`src/rtl/rv_fifo_portable_if.sv`:
```
// Ready/valid bundle for rv_fifo_portable: the write side, the read side,
// flush and the registered status outputs. The master modport is the user side;
// the slave modport is the FIFO side.
interface rv_fifo_portable_if #(
    parameter int WIDTH = 32,
    parameter int CW    = 5
);
    logic             flush;
    logic             input_valid;
    logic             input_ready;
    logic [WIDTH-1:0] input_data;
    logic [CW-1:0]    input_usedw;
    logic             input_almost_full;
    logic             output_valid;
    logic             output_ready;
    logic [WIDTH-1:0] output_data;
    logic             output_almost_empty;

    modport master (
        output flush,
        output input_valid,
        output input_data,
        output output_ready,
        input  input_ready,
        input  input_usedw,
        input  input_almost_full,
        input  output_valid,
        input  output_data,
        input  output_almost_empty
    );

    modport slave (
        input  flush,
        input  input_valid,
        input  input_data,
        input  output_ready,
        output input_ready,
        output input_usedw,
        output input_almost_full,
        output output_valid,
        output output_data,
        output output_almost_empty
    );
endinterface

```
`src/rtl/rv_fifo_portable.sv`:
```
// Single-clock ready/valid FIFO with a registered head entry and a
// DEPTH-1 entry body memory. Every status output is registered from the
// next-state count, so there is no combinational path from any input to
// ready, valid, usedw or the almost flags.
module rv_fifo_portable #(
    parameter int DEPTH               = 16,
    parameter int WIDTH               = 32,
    parameter int ALMOSTFULL_ENTRIES  = 0,
    parameter int ALMOSTEMPTY_ENTRIES = 0,
    parameter int CW                  = $clog2(DEPTH + 1)
) (
    input  logic                input_clk,
    input  logic                input_rst,
    rv_fifo_portable_if.slave   bus
);

    localparam int BODY = DEPTH - 1;
    localparam int PW   = (BODY > 1) ? $clog2(BODY) : 1;

    localparam logic [CW-1:0] FULL_LVL = CW'(DEPTH);
    localparam logic [CW-1:0] AF_LVL   = CW'(DEPTH - ALMOSTFULL_ENTRIES);
    localparam logic [CW-1:0] AE_LVL   = CW'(ALMOSTEMPTY_ENTRIES);
    localparam logic [PW-1:0] PTR_LAST = PW'(DEPTH - 2);

    // Parameter sanity, caught at elaboration.
    if (DEPTH < 2) begin : g_chk_depth
        $error("rv_fifo_portable: DEPTH must be at least 2");
    end
    if (ALMOSTFULL_ENTRIES < 0 || ALMOSTFULL_ENTRIES > DEPTH - 1) begin : g_chk_af
        $error("rv_fifo_portable: ALMOSTFULL_ENTRIES out of range");
    end
    if (ALMOSTEMPTY_ENTRIES < 0 || ALMOSTEMPTY_ENTRIES > DEPTH - 1) begin : g_chk_ae
        $error("rv_fifo_portable: ALMOSTEMPTY_ENTRIES out of range");
    end

    logic [WIDTH-1:0] body_mem [BODY];
    logic [PW-1:0]    wr_ptr;
    logic [PW-1:0]    rd_ptr;
    logic [CW-1:0]    count;
    logic [WIDTH-1:0] head_q;
    logic             ready_q;
    logic             valid_q;
    logic             af_q;
    logic             ae_q;

    logic             wr;
    logic             rd;
    logic             body_empty;
    logic             head_from_input;
    logic             head_from_body;
    logic             body_write;
    logic [CW-1:0]    count_next;

    // Pointers wrap by compare-and-clear so DEPTH need not be a power of two.
    function automatic logic [PW-1:0] ptr_adv(input logic [PW-1:0] p);
        return (p == PTR_LAST) ? '0 : p + PW'(1);
    endfunction

    // Handshake decode and routing: the head is fed straight from the input
    // only when it would otherwise be empty after this cycle.
    always_comb begin
        wr              = bus.input_valid & ready_q;
        rd              = valid_q & bus.output_ready;
        body_empty      = (count <= CW'(1));
        head_from_input = wr & ((count == '0) | ((count == CW'(1)) & rd));
        body_write      = wr & ~head_from_input;
        head_from_body  = rd & ~body_empty;
        if (bus.flush) begin
            count_next = '0;
        end else begin
            count_next = count + {{(CW-1){1'b0}}, wr} - {{(CW-1){1'b0}}, rd};
        end
    end

    // Body storage; no reset needed since pointers/count guard every read.
    always_ff @(posedge input_clk) begin
        if (body_write && !bus.flush) begin
            body_mem[wr_ptr] <= bus.input_data;
        end
    end

    // Count, pointers, head and all registered status flags.
    always_ff @(posedge input_clk or posedge input_rst) begin
        if (input_rst) begin
            count   <= '0;
            wr_ptr  <= '0;
            rd_ptr  <= '0;
            head_q  <= '0;
            ready_q <= 1'b0;
            valid_q <= 1'b0;
            af_q    <= 1'b0;
            ae_q    <= 1'b1;
        end else begin
            count   <= count_next;
            ready_q <= (count_next != FULL_LVL);
            valid_q <= (count_next != '0);
            af_q    <= (count_next >= AF_LVL);
            ae_q    <= (count_next <= AE_LVL);
            if (bus.flush) begin
                wr_ptr <= '0;
                rd_ptr <= '0;
            end else begin
                if (body_write) begin
                    wr_ptr <= ptr_adv(wr_ptr);
                end
                if (head_from_body) begin
                    head_q <= body_mem[rd_ptr];
                    rd_ptr <= ptr_adv(rd_ptr);
                end else if (head_from_input) begin
                    head_q <= bus.input_data;
                end
            end
        end
    end

    assign bus.input_ready         = ready_q;
    assign bus.output_valid        = valid_q;
    assign bus.input_usedw         = count;
    assign bus.input_almost_full   = af_q;
    assign bus.output_almost_empty = ae_q;
    assign bus.output_data         = head_q;

endmodule

```
`src/flat_wrapper.sv`:
```
// flat-port wrapper written by rule: the top's interface ports become plain ports
module rv_fifo_portable_flat 
#(
    parameter int DEPTH               = 16,
    parameter int WIDTH               = 32,
    parameter int ALMOSTFULL_ENTRIES  = 0,
    parameter int ALMOSTEMPTY_ENTRIES = 0,
    parameter int CW                  = $clog2(DEPTH + 1)
)
  (input_clk, input_rst, bus_flush, bus_input_valid, bus_input_data, bus_output_ready, bus_input_ready, bus_input_usedw, bus_input_almost_full, bus_output_valid, bus_output_data, bus_output_almost_empty);
  rv_fifo_portable_if #(.WIDTH(WIDTH), .CW(CW)) bus_i ();
  input  logic input_clk;
  input  logic input_rst;
  input wire logic [$bits(bus_i.flush)-1:0] bus_flush;
  input wire logic [$bits(bus_i.input_valid)-1:0] bus_input_valid;
  input wire logic [$bits(bus_i.input_data)-1:0] bus_input_data;
  input wire logic [$bits(bus_i.output_ready)-1:0] bus_output_ready;
  output wire logic [$bits(bus_i.input_ready)-1:0] bus_input_ready;
  output wire logic [$bits(bus_i.input_usedw)-1:0] bus_input_usedw;
  output wire logic [$bits(bus_i.input_almost_full)-1:0] bus_input_almost_full;
  output wire logic [$bits(bus_i.output_valid)-1:0] bus_output_valid;
  output wire logic [$bits(bus_i.output_data)-1:0] bus_output_data;
  output wire logic [$bits(bus_i.output_almost_empty)-1:0] bus_output_almost_empty;
  assign bus_i.flush = bus_flush;
  assign bus_i.input_valid = bus_input_valid;
  assign bus_i.input_data = bus_input_data;
  assign bus_i.output_ready = bus_output_ready;
  assign bus_input_ready = bus_i.input_ready;
  assign bus_input_usedw = bus_i.input_usedw;
  assign bus_input_almost_full = bus_i.input_almost_full;
  assign bus_output_valid = bus_i.output_valid;
  assign bus_output_data = bus_i.output_data;
  assign bus_output_almost_empty = bus_i.output_almost_empty;
  rv_fifo_portable #(.DEPTH(DEPTH), .WIDTH(WIDTH), .ALMOSTFULL_ENTRIES(ALMOSTFULL_ENTRIES), .ALMOSTEMPTY_ENTRIES(ALMOSTEMPTY_ENTRIES), .CW(CW)) u_core (.input_clk(input_clk), .input_rst(input_rst), .bus(bus_i));
endmodule
```
`config.mk`:
```
export PLATFORM = sky130hd
export DESIGN_NAME = rv_fifo_portable_flat
export DESIGN_NICKNAME = d
export VERILOG_FILES = /design/src/rtl/rv_fifo_portable_if.sv /design/src/rtl/rv_fifo_portable.sv /design/src/flat_wrapper.sv
export SDC_FILE = /design/constraint.sdc
export NUM_CORES = 1
export LEC_CHECK = 0
export ABC_AREA = 1
export ABC_CLOCK_PERIOD_IN_PS = 2800
export CAP_MARGIN = 20
export CORE_MARGIN = 3
export CORE_UTILIZATION = 51
export CTS_BUF_LIST = sky130_fd_sc_hd__clkbuf_8
export CTS_CLUSTER_SIZE = 10
export DETAILED_ROUTE_END_ITERATION = 12
export GPL_ROUTABILITY_DRIVEN = 0
export PLACE_DENSITY_LB_ADDON = 0.12
export SYNTH_ARGS = -nofsm -noshare
export SYNTH_HDL_FRONTEND = slang
export SYNTH_SLANG_ARGS = --single-unit
```
`constraint.sdc`:
```
create_clock -name input_clk -period 2.8 [get_ports input_clk]
set_input_delay 0.42 -clock input_clk [delete_from_list [all_inputs] [get_ports input_clk]]
set_output_delay 0.42 -clock input_clk [all_outputs]
set_load 0.02 [all_outputs]
```
==> impl_metrics.csv <==
group,metric,value,unit
outcome,status,"completed",
route,firstDrtPassIters,5,
route,routed_wirelength,53000,um
place,dp.cells,2541,
critical_path,reg2reg_depth,10,
critical_path,crit_path_max_fanout,15,
critical_path,critPathSlowestCell,"dfrtp_1",
critical_path,worstReg2RegEnd,"u_core.body_mem[8][2]$_DFFE_PP_",
grt,grt_pass1_vias,14100,
route,vias,14400,
yosys,syn_nets,2008,
yosys,syn_area,0.0218,mm^2
yosys,synth_seq_cells,528,
yosys,synth_top_area_share,66.3,%
floorplan,core_area,0.0420,mm^2
yosys,synth.area.top_cells,"edfxtp_1 66%, nand2_1 14%, dfrtp_1 5.4%",
cells_and_area,nNetsFinal,2140,
critical_path,r2r_start,"u_core.bus.input_usedw[2]$_DFF_PP0_",
cells_and_area,drive_gt1_share,9.78,%
yosys,synth_top_cell_by_area,"edfxtp_1",
grt,overflow,0,
place,hpwl,30300,um
pwr,vdd_drop_max,0.000793,V
cells_and_area,antennaDiodeCount,0,
sta,finClkSkew,0.0234,ns
yosys,synth_most_common_cell,"nand2_1",
yosys,synth_seq_area_share,71.8,%
cells_and_area,multiInputGateArea,0.00548,mm^2
sta,max_freq,408,MHz
cells_and_area,seq_area,0.0156,mm^2
sta,final-max-slew-violation-count,0,
sta,min_period,2.45,ns
clocking,cts_setup_buffers,0,
clocking,hold_buffers,0,
floorplan,die_x,213,um
critical_path,cp-start-kind,"register",
route,drc,0,
pwr,power,22.4,mW
yosys,synth_ff_type,"edfxtp_1",
yosys,netlist_instances,1959,
critical_path,cpLargestDelayFamily,"simple AND/OR/NAND/NOR gates",
clocking,numCtsBuffers,87,
place,numPortBuffers,77,
cells_and_area,synthToLayoutAreaGrowth,16.1,%
run,maxCapViolCount,0,
sta,fin_crit_sh,87.5,%
route,ant_nets,0,
sta,timing.setup.tns,0,ns
yosys,synth_common_cells,"801 x nand2_1, 480 x edfxtp_1, 234 x nand3_1",
grt,antenna_found_initial,0,
sta,worst_pin_slew,0.899,ns
floorplan,row_count,75,
yosys,netlist-cell-type-count,31,
clocking,cts_resized,0,
critical_path,cp-end-kind,"register",
sta,slew_headroom,40.1,%
critical_path,worst_ep_required_time,3.11,ns
grt,grt_max_degree,154,
pwr,power_per_cell_area,886,mW/mm^2
floorplan,start_util,51.7,%
yosys,syn_area_per_cell,11.1,um^2
floorplan,dieArea,0.0452,mm^2
critical_path,worstPathArrival,2.77,ns
yosys,synth_warnings,0,
clocking,cts_tree,"built",
yosys,synth_edf_count,480,
clocking,cts.sinks,528,
clocking,htree_levels,3,
floorplan,die_y,213,um
clocking,clk_path_buf_depth,3,
sta,rsz0062_at_grt,"false",
pwr,power_leakage,9.82,nW
sta,setup_viol,0,
clocking,cts-root-buf,"clkbuf_8",
grt,track_usage,24.0,%
critical_path,reg2reg_slack,0.35,ns
route,drt-initial-drc-count,1210,
yosys,synthArstFlopShare,9.09,%
route,wl_per_cell,19.6,um
route,via_per_inst,5.32,
critical_path,crit_path_max_incr_delay,0.38,ns
grt,grt_pass1_wl,82300,um
floorplan,ios,78,
sta,finalHoldViolations,0,
cells_and_area,final_cells,2697,
critical_path,crit_chain,"inv_1 -> ha_1 -> nand2_1 -> nor2_1 -> o21ai_0 -> nand3_1 -> inv_1 -> nand3_1 -> nor2_4 -> buf_4",
cells_and_area,nFillCells,3412,
critical_path,critPathBufInv,3,
hold_path,hold_path_class,"input port to asynchronous set/reset pin",
clocking,clk_latency,0.65,ns
critical_path,worst-setup-path-type,"register to register",
clocking,clk_pin_slew_worst_paths,0.06,ns
-- per-stage QoR --
stage	cell area, um^2	util [%]	hold WS (ns)	setup WS (ns)
floorplan	21800	-	0.493	-0.399
global placement	23600	56.1	0.462	-0.00745
detailed placement	23600	56.1	0.464	-0.0262
CTS	25300	60.1	0.117	0.361
global route	25300	60.1	0.151	0.162
finish	25300	60.1	0.133	0.350
-- worst max path at each step --
stage,startpoint,to,cells past startpoint
finish,u_core.bus.input_usedw[2]$_DFF_PP0_,u_core.body_mem[8][2]$_DFFE_PP_,10
global route,u_core.bus.input_usedw[2]$_DFF_PP0_,u_core.body_mem[8][7]$_DFFE_PP_,10
CTS,u_core.bus.input_usedw[2]$_DFF_PP0_,u_core.body_mem[8][2]$_DFFE_PP_,10
detailed placement,bus_output_ready,u_core.body_mem[8][12]$_DFFE_PP_,10
global placement,bus_output_ready,u_core.bus.output_valid$_DFF_PP0_,14
floorplan,u_core.bus.input_usedw[2]$_DFF_PP0_,u_core.body_mem[0][0]$_DFFE_PP_,9
-- state kept, by name, indices dropped and copies added (netlist names) --
register                        count
u_core.rd_ptr                       4
u_core.body_mem                   480
u_core.bus.input_ready              1
u_core.bus.output_almost_empty      1
u_core.bus.output_data             32
u_core.wr_ptr                       4
u_core.bus.input_usedw              4
u_core.bus.output_valid             1
u_core.bus.input_almost_full        1
-- layout make-up --
type | count | share of cell area (%)
clock inverter | 57 | 1.15
multi-input combinational | 1276 | 21.7
clock buffer | 99 | 5.40
timing repair buffer | 143 | 6.40
inverter | 55 | 0.842
tap | 539 | 2.67
sequential | 528 | 61.9
-- worst reg2reg max path: stages (launching register included) --
cell     delay [ns]
dfrtp_1        0.38
inv_1          0.09
ha_1           0.20
nand2_1        0.07
nor2_1         0.05
o21ai_0        0.11
nand3_1        0.18
inv_1          0.18
nand3_1        0.32
nor2_4         0.23
buf_4          0.31
-- power breakdown --
group          internal (mW)  switching, mW  total, mW
logic                   2.23           4.39       6.62
clock network           3.41           2.97       6.37
registers               9.10          0.286       9.39
total                   14.7           7.64       22.4
-- cell usage in the layout (no fill, tap or decap), drive strengths merged --
master and instances:
a21boi 1, a21oi 33, buf 66, bufinv 2
clkbuf 99, clkdlybuf4s50 77, clkinv 27, clkinvlp 1
dfrtp 47, dfstp 1, edfxtp 480, fa 1
ha 11, inv 82, nand2 802, nand3 235
nand3b 1, nand4 8, nor2 144, nor3 2
o211ai 3, o21a 1, o21ai 30, o22ai 2
or2 1, xor2 1
-- cell families after synthesis --
group,synth area share [%]
xor gates and xnor gates,0.0403
DFF,71.8
adders and majority gates,0.725
AOI/OAI and AO/OA,1.68
buffers and inverters,3.55
and+or+nand+nor,22.2
-- routing by layer --
metal	vias up	GRT usage (%)	wire, um	share of wire [%]
met5	-	0	0	0
met4	0	7.66	1290	2.4
met3	89	4.69	3120	5.9
met2	413	37.3	24700	47
met1	6954	34.7	23900	45
li1	6901	-	-	-
Power figures use the tool's default switching activity.
